File: config.mk
export PLATFORM = sky130hd
export DESIGN_NAME = seq_alu
export DESIGN_NICKNAME = d
export VERILOG_FILES = /design/src/rtl/seq_alu.sv
export SDC_FILE = /design/constraint.sdc
export NUM_CORES = 1
export LEC_CHECK = 0
export CAP_MARGIN = 20
export CORE_MARGIN = 2
export CORE_UTILIZATION = 40
export DETAILED_ROUTE_END_ITERATION = 8
export GPL_ROUTABILITY_DRIVEN = 0
export PLACE_DENSITY = 0.71
export SLEW_MARGIN = 25
export SYNTH_ARGS = -nofsm -noshare
export SYNTH_HDL_FRONTEND = slang
export SYNTH_SLANG_ARGS = --single-unit
File: constraint.sdc
create_clock -name clk -period 4.5 [get_ports clk]
set_clock_uncertainty 0.1 [all_clocks]
set_input_delay 0.9 -clock clk [delete_from_list [all_inputs] [get_ports clk]]
set_output_delay 0.9 -clock clk [all_outputs]
set_load 0.01 [all_outputs]
File: src/rtl/seq_alu.sv
// Registered WIDTH-bit ALU with valid/ready handshake on both sides and a persistent ZCVN flag register.
// Define SEQ_ALU_MUL_EN to build the iterative shift-and-add multiplier for opcode 1110.
module seq_alu #(
    parameter int WIDTH = 8
) (
    input  logic             clk,
    input  logic             rst_n,
    input  logic             in_valid,
    output logic             in_ready,
    input  logic [3:0]       opcode,
    input  logic [WIDTH-1:0] a,
    input  logic [WIDTH-1:0] b,
    output logic             out_valid,
    input  logic             out_ready,
    output logic [WIDTH-1:0] result,
    output logic             zero,
    output logic             carry,
    output logic             overflow,
    output logic             negative,
    output logic             illegal
);

    localparam logic [3:0] OP_ADD  = 4'b0000;
    localparam logic [3:0] OP_SUB  = 4'b0001;
    localparam logic [3:0] OP_AND  = 4'b0010;
    localparam logic [3:0] OP_OR   = 4'b0011;
    localparam logic [3:0] OP_XOR  = 4'b0100;
    localparam logic [3:0] OP_NOT  = 4'b0101;
    localparam logic [3:0] OP_LAND = 4'b0110;
    localparam logic [3:0] OP_LOR  = 4'b0111;
    localparam logic [3:0] OP_LXOR = 4'b1000;
    localparam logic [3:0] OP_LNOT = 4'b1001;
    localparam logic [3:0] OP_ADC  = 4'b1010;
    localparam logic [3:0] OP_SBC  = 4'b1011;
    localparam logic [3:0] OP_SHL  = 4'b1100;
    localparam logic [3:0] OP_SHR  = 4'b1101;
    localparam logic [3:0] OP_MUL  = 4'b1110;
    localparam logic [3:0] OP_CMP  = 4'b1111;

    function automatic logic add_ovf(input logic [WIDTH-1:0] x, input logic [WIDTH-1:0] y,
                                     input logic [WIDTH-1:0] r);
        return (x[WIDTH-1] == y[WIDTH-1]) && (r[WIDTH-1] != x[WIDTH-1]);
    endfunction

    function automatic logic sub_ovf(input logic [WIDTH-1:0] x, input logic [WIDTH-1:0] y,
                                     input logic [WIDTH-1:0] r);
        return (x[WIDTH-1] != y[WIDTH-1]) && (r[WIDTH-1] != x[WIDTH-1]);
    endfunction

    function automatic logic [WIDTH-1:0] bool_res(input logic bit_v);
        return {{(WIDTH-1){1'b0}}, bit_v};
    endfunction

    logic             accept;
    logic             load_single;
    logic             cin;
    logic             bin;
    logic [WIDTH:0]   sum_w;
    logic [WIDTH:0]   diff_w;
    logic [WIDTH-1:0] alu_res;
    logic [WIDTH-1:0] zn_src;
    logic             alu_c;
    logic             alu_v;
    logic             alu_z;
    logic             alu_n;
    logic             alu_ill;
    logic             a_nz;
    logic             b_nz;

    assign accept = in_valid && in_ready;

    // Stored carry doubles as carry-in for ADC and borrow-in for SBC.
    assign cin    = (opcode == OP_ADC) ? carry : 1'b0;
    assign bin    = (opcode == OP_SBC) ? carry : 1'b0;
    assign sum_w  = {1'b0, a} + {1'b0, b} + {{WIDTH{1'b0}}, cin};
    assign diff_w = {1'b0, a} - {1'b0, b} - {{WIDTH{1'b0}}, bin};
    assign a_nz   = (a != '0);
    assign b_nz   = (b != '0);

    always_comb begin
        alu_res = '0;
        alu_c   = 1'b0;
        alu_v   = 1'b0;
        alu_ill = 1'b0;
        case (opcode)
            OP_ADD, OP_ADC: begin
                alu_res = sum_w[WIDTH-1:0];
                alu_c   = sum_w[WIDTH];
                alu_v   = add_ovf(a, b, sum_w[WIDTH-1:0]);
            end
            OP_SUB, OP_SBC: begin
                alu_res = diff_w[WIDTH-1:0];
                alu_c   = diff_w[WIDTH];
                alu_v   = sub_ovf(a, b, diff_w[WIDTH-1:0]);
            end
            OP_AND:  alu_res = a & b;
            OP_OR:   alu_res = a | b;
            OP_XOR:  alu_res = a ^ b;
            OP_NOT:  alu_res = ~a;
            OP_LAND: alu_res = bool_res(a_nz && b_nz);
            OP_LOR:  alu_res = bool_res(a_nz || b_nz);
            OP_LXOR: alu_res = bool_res(a_nz ^ b_nz);
            OP_LNOT: alu_res = bool_res(!a_nz);
            OP_SHL: begin
                alu_res = {a[WIDTH-2:0], 1'b0};
                alu_c   = a[WIDTH-1];
            end
            OP_SHR: begin
                alu_res = {1'b0, a[WIDTH-1:1]};
                alu_c   = a[0];
            end
            OP_CMP: begin
                alu_res = a;
                alu_c   = diff_w[WIDTH];
                alu_v   = sub_ovf(a, b, diff_w[WIDTH-1:0]);
            end
            default: begin
                alu_res = '0;
                alu_ill = 1'b1;
            end
        endcase
    end

    // CMP reports Z/N of the difference while passing a through as the result.
    assign zn_src = (opcode == OP_CMP) ? diff_w[WIDTH-1:0] : alu_res;
    assign alu_z  = (zn_src == '0);
    assign alu_n  = zn_src[WIDTH-1];

`ifdef SEQ_ALU_MUL_EN
    typedef enum logic {
        S_IDLE,
        S_MUL
    } state_t;

    localparam int CNT_W = $clog2(WIDTH);
    localparam logic [CNT_W-1:0] CNT_LAST = CNT_W'(WIDTH - 1);

    state_t             state_q;
    state_t             state_d;
    logic [CNT_W-1:0]   cnt_q;
    logic [2*WIDTH-1:0] acc_q;
    logic [2*WIDTH-1:0] mcand_q;
    logic [WIDTH-1:0]   mplier_q;
    logic [2*WIDTH-1:0] acc_next;
    logic               mul_done;
    logic               mul_busy;
    logic               mul_ovf;
    logic               is_mul;

    assign is_mul      = (opcode == OP_MUL);
    assign load_single = accept && !is_mul;

    always_ff @(posedge clk) begin
        if (!rst_n) begin
            state_q <= S_IDLE;
        end else begin
            state_q <= state_d;
        end
    end

    always_comb begin
        state_d = state_q;
        case (state_q)
            S_IDLE:  if (accept && is_mul) state_d = S_MUL;
            S_MUL:   if (cnt_q == CNT_LAST) state_d = S_IDLE;
            default: state_d = S_IDLE;
        endcase
    end

    always_comb begin
        mul_busy = (state_q == S_MUL);
        mul_done = mul_busy && (cnt_q == CNT_LAST);
        in_ready = !mul_busy && (!out_valid || out_ready);
    end

    // One partial product per cycle; the final add is written straight into the result.
    assign acc_next = acc_q + (mplier_q[0] ? mcand_q : '0);
    assign mul_ovf  = (acc_next[2*WIDTH-1:WIDTH] != '0);

    always_ff @(posedge clk) begin
        if (!rst_n) begin
            cnt_q <= '0;
        end else if (accept) begin
            cnt_q <= '0;
        end else if (mul_busy) begin
            cnt_q <= cnt_q + CNT_W'(1);
        end
    end

    always_ff @(posedge clk) begin
        if (accept && is_mul) begin
            acc_q    <= '0;
            mcand_q  <= {{WIDTH{1'b0}}, a};
            mplier_q <= b;
        end else if (mul_busy) begin
            acc_q    <= acc_next;
            mcand_q  <= mcand_q << 1;
            mplier_q <= mplier_q >> 1;
        end
    end
`else
    assign load_single = accept;
    assign in_ready    = !out_valid || out_ready;
`endif

    always_ff @(posedge clk) begin
        if (!rst_n) begin
            out_valid <= 1'b0;
            result    <= '0;
            zero      <= 1'b0;
            carry     <= 1'b0;
            overflow  <= 1'b0;
            negative  <= 1'b0;
            illegal   <= 1'b0;
        end else if (load_single) begin
            out_valid <= 1'b1;
            result    <= alu_res;
            illegal   <= alu_ill;
            if (!alu_ill) begin
                zero     <= alu_z;
                carry    <= alu_c;
                overflow <= alu_v;
                negative <= alu_n;
            end
`ifdef SEQ_ALU_MUL_EN
        end else if (mul_done) begin
            out_valid <= 1'b1;
            result    <= acc_next[WIDTH-1:0];
            illegal   <= 1'b0;
            zero      <= (acc_next[WIDTH-1:0] == '0);
            carry     <= mul_ovf;
            overflow  <= mul_ovf;
            negative  <= acc_next[WIDTH-1];
`endif
        end else if (out_ready) begin
            out_valid <= 1'b0;
        end
    end

endmodule
# Word level (Yosys, flattened, before mapping)
# Cells that the tools add are included.
# word_totals
regBits	14
output_inout_bits	15
# classes
addsub	4
eq_ne	18
n_mux	9
n_bitwise	5
reduce_logical	18
# ops
cell	count
8-bit case mux with 13 select lines	1
4-bit equality test, second input constant	7
4-bit by 3-bit equality test with 1-bit output, second input constant	4
8-bit nonzero test	2
15-bit OR reduction	1
8-bit by 8-bit adder with 9-bit output	1
9-bit by 1-bit adder with 9-bit output	1
8-bit by 8-bit subtractor with 9-bit output	1
9-bit by 1-bit subtractor with 9-bit output	1
8-bit AND	1
4-bit by 2-bit equality test with 1-bit output, second input constant	2
8-bit zero test	1
8-bit 2-to-1 mux	1
8-bit inverter	1
8-bit bitwise OR	1
8-bit bitwise XOR	1
1-bit 2-to-1 mux	5
4-bit by 1-bit equality test with 1-bit output, second input constant	1
1-bit logical AND	4
4-bit zero test	1
1-bit case mux with 4 select lines	1
2-bit OR reduction	2
1-bit != test	3
3-bit OR reduction	1
other kinds (7)	9

# Depth between registers and ports, before layout
# depth
word_depth	6
mapped_depth	14
mapped_depth_nobuf	13

# Least setup slack after synthesis
# No wires, ideal clock.
# synth_path
kind	input to register
startpoint	input opcode[0]
endpoint	register carry
setup_ns	0.101
arrival_ns	3.497
t_required_ns	4.299
setup_slack_ns	0.802
stages	13
path_buffers	3
path_cell_list	buf_4 -> buf_2 -> buf_2 -> nand4_1 -> fa_1 -> fa_1 -> o21ai_1 -> a211oi_1 -> a21o_1 -> a21oi_1 -> xor2_1 -> a22oi_1 -> o41ai_1
# synth_via
elab_chain_cells	4
# synth_rtl
item	line	text
start: declaration	10	input logic [3:0] opcode,
4-bit equality test (on tied branches)	74, 85, 73	
1-bit 2-to-1 mux (on tied branches)	74, 73	
9-bit by 1-bit subtractor with 9-bit output / 9-bit by 1-bit adder with 9-bit output (equally long branches)	76, 75	
1-bit case mux with 4 select lines	85	case (opcode)
end signal: assignment	221	carry <= alu_c;
end: declaration	17	output logic carry,
# Parallel ways exist; a longest one is shown, timed or not.
# A chain may end at the register's enable or synchronous reset.

# Worst setup path in the final report
# layout_path
startpoint	input opcode[1]
endpoint	register carry
# The elaborated chain is that of the path after synthesis.

==> results.toml <==
[synthesis]
muxShareOfSynthArea_pct = 1.23
syn_avg_cell_area_um2 = 7.57
netlist_top_cells_count = "ha_1, inv_1, nand2_1, nor2_1, dfxtp_1"
ys_ff_latch = 14
synth_top_family_by_area = "compound AO/OA/AOI/OAI gates"
synth_top_cell_by_area = "ha_1"
ys_warn_count = 0
ys_seq_area_share_pct = 11.5
ys_top_cells_by_area = "ha_1, dfxtp_1, inv_1, nand2_1, nor2_1"
netlist_instances = 323
post_synth_num_cell_types = 66
synth_fp_nets = 383
synth-edff-count = 0
synth_compound_area_share_pct = 29.7
synth-xor-area-share_pct = 4.65
synth-main-ff-cell = "dfxtp_1"
syn_area_um2 = 2450
synth-simple-area-share_pct = 24.9
synth_fa_ha_area_share_pct = 19.6
async_reset_ff_share_pct = 0
synth_top_area_share_pct = 16.4

[clock_network]
clk_pin_slew_ns = 0.06
ctsHoldBuffers = 0
cts_resized = 0
cts_tree = "built"
clk-insertion-delay-late_ns = 0.24
cts_setup_buffers = 0
cts_htree_levels = 1
cts.path.max_buffers = 2
clockRootBuffer = "clkbuf_8"
cts-buffers-inserted = 3
cts_sinks = 14

[drt]
dr.pass1.iters = 5
vias = 2656
viasPerCell = 6.12
wl_um = 7410
routedWlPerCell_um = 17.1
drt.antenna.violating_nets = 0
remaining_drc_errors = 0
drt_iter0_drc = 195

[critical_path]
cpPeakStageDelay_ns = 0.47
crit_path_end_kind = "register"
crit_family = "compound AO/OA/AOI/OAI gates"
worst-setup-path-type = "primary input to register"
cp_slowest_cell = "clkdlybuf4s50_1"
worst_ep_required_time_ns = 4.54
arrival_ns = 4.02
critPathMaxFanout = 3
crit_top_cell = "fa_1"
start_kind = "primary input"
path_buf_inv = 1
path_cells = "clkdlybuf4s50_1 -> nor2b_1 -> nand4_1 -> fa_1 -> fa_1 -> o21ai_1 -> a211oi_1 -> a21o_1 -> a21oi_1 -> xor2_1 -> a22oi_1 -> o41ai_1"

[global_routing]
grt_usage_pct = 22.3
antenna_found_initial = 0
grt_max_degree = 30
grt_pass1_wl_um = 11800
grt_pass1_vias = 2390
grt_overflow = 0

[finish]
n_antenna_cell = 0
layout.cells.non_filler = 434
finish.utilization_pct = 50.0
nets = 420
areaGrowthSynthToFinish_pct = 21.0
drive_above_1_share_pct = 6.69
nFillCells = 575

[floorplanning]
core_um2 = 5920
dieWidth_um = 82.2
pin_count = 39
dieArea_um2 = 6760
num_rows = 28
start_util_pct = 41.3
die_h_um = 82.2

[pwr]
combPwrFrac_pct = 56.1
leakage_nw = 1.26
power.internal_mw = 0.353
p_sw_share_pct = 40.1
p_switching_mw = 0.236
total_power_mw = 0.590
pwr_density_cell_nw_per_um2 = 199
power_frac_seq_pct = 23.4
vdd_drop_max_uv = 190
p_clk_share_pct = 20.4

[timing]
tightest_slew_ns = 0.514
slew_headroom_pct = 64.9
hold_viol_final = 0
fmax_ghz = 0.251
rsz0062_at_grt = "false"
fin_crit_ns = 3.99
whs_ns = 0.361
setup_viol = 0
finalSetupTns_ns = 0
finalMaxSlewViolations = 0
post-route-period-util_pct = 88.6

[placement]
dp_hpwl_um = 5740
dp.cells = 430
portBuffers = 38

[worst_hold_path]
hold_path_class = "register to register"

[flow_run]
cap_violations = 0

[status]
outcome = "completed"
## worst reg2reg max path: cells and delay by family, from the launching register on
family | cells | cell delay [ns]
adders and majority gates | 2 | 0.90
xor gates and xnor gates | 1 | 0.25
and+or+nand+nor | 1 | 0.12
AOI/OAI and AO/OA | 6 | 1.19
DFF | 1 | 0.39
## cells by family after synthesis
logic type      Yosys count
xor+xnor                 13
fa+ha+maj                36
flops                    14
buf+inv                  48
mux                       3
compound gates           94
simple gates            115
## layout make-up
type                    instances  area (um^2)  share of cell area (%)
well taps                      75         93.8                    3.17
flip-flops and latches         14          280                    9.47
repair buffers                 47          448                    15.1
multi-input cells             261         1960                    66.2
inverters                      33          124                    4.18
clock buffers                   4         55.1                    1.86
## worst paths after layout
| kind | end | start | cells past startpoint | slack, ns |
|---|---|---|---|---|
| max | carry | opcode[1] | 12 | 0.51 |
| min | overflow | overflow | 2 | 0.36 |
| max reg2reg | carry | carry | 10 | 1.44 |
| min reg2reg | overflow | overflow | 2 | 0.36 |
## metrics by stage
| step | worst slack [ns] | instance area, um^2 |
|---|---|---|
| after floorplan | 0.802 | 2450 |
| after global placement | 0.357 | 2910 |
| after detailed placement | 0.294 | 2910 |
| after CTS | 0.516 | 2960 |
| after global routing | 0.329 | 2960 |
| final | 0.515 | 2960 |
## cells in the final DEF (no fill, tap or decap), types with 4 or more instances in the layout
master	instances
clkdlybuf4s50_1	38
nor3_1	13
a22o_1	5
nand3_1	8
xor2_1	6
nor2_1	25
buf_4	9
a211oi_1	4
o211ai_1	5
dfxtp_1	14
o21ai_0	11
a31oi_1	4
o21ai_1	5
o21a_1	4
xnor2_1	7
ha_1	32
inv_1	32
o221ai_1	4
nand2b_1	6
fa_1	4
a22oi_1	6
o211a_1	6
clkbuf_8	4
a21oi_1	11
nor2b_1	7
nand2_1	27
## power groups by stage
| stage | clock [mW] | sequential (mW) | combinational [mW] |
|---|---|---|---|
| 4_1_cts | 0.122 | 0.138 | 0.324 |
| 2_1_floorplan | 0 | 0.145 | 0.209 |
| 6_report | 0.120 | 0.138 | 0.331 |
| 5_1_grt | 0.126 | 0.139 | 0.360 |
| 3_3_place_gp | 0 | 0.141 | 0.320 |
| 3_5_place_dp | 0 | 0.141 | 0.322 |
## routing by layer
layer,global-route usage [%],share of wire (%),up-vias
met5,0,0,-
met4,7.00,2.2,0
met3,2.61,8.7,21
met2,36.9,46,163
met1,29.9,43,1218
li1,-,-,1254
## registers in the layout, indices dropped and copies added (netlist names)
register and count:
zero 1, illegal 1, result 8, negative 1
overflow 1, out_valid 1, carry 1
Note: power is estimated with default switching activity, not from simulation.
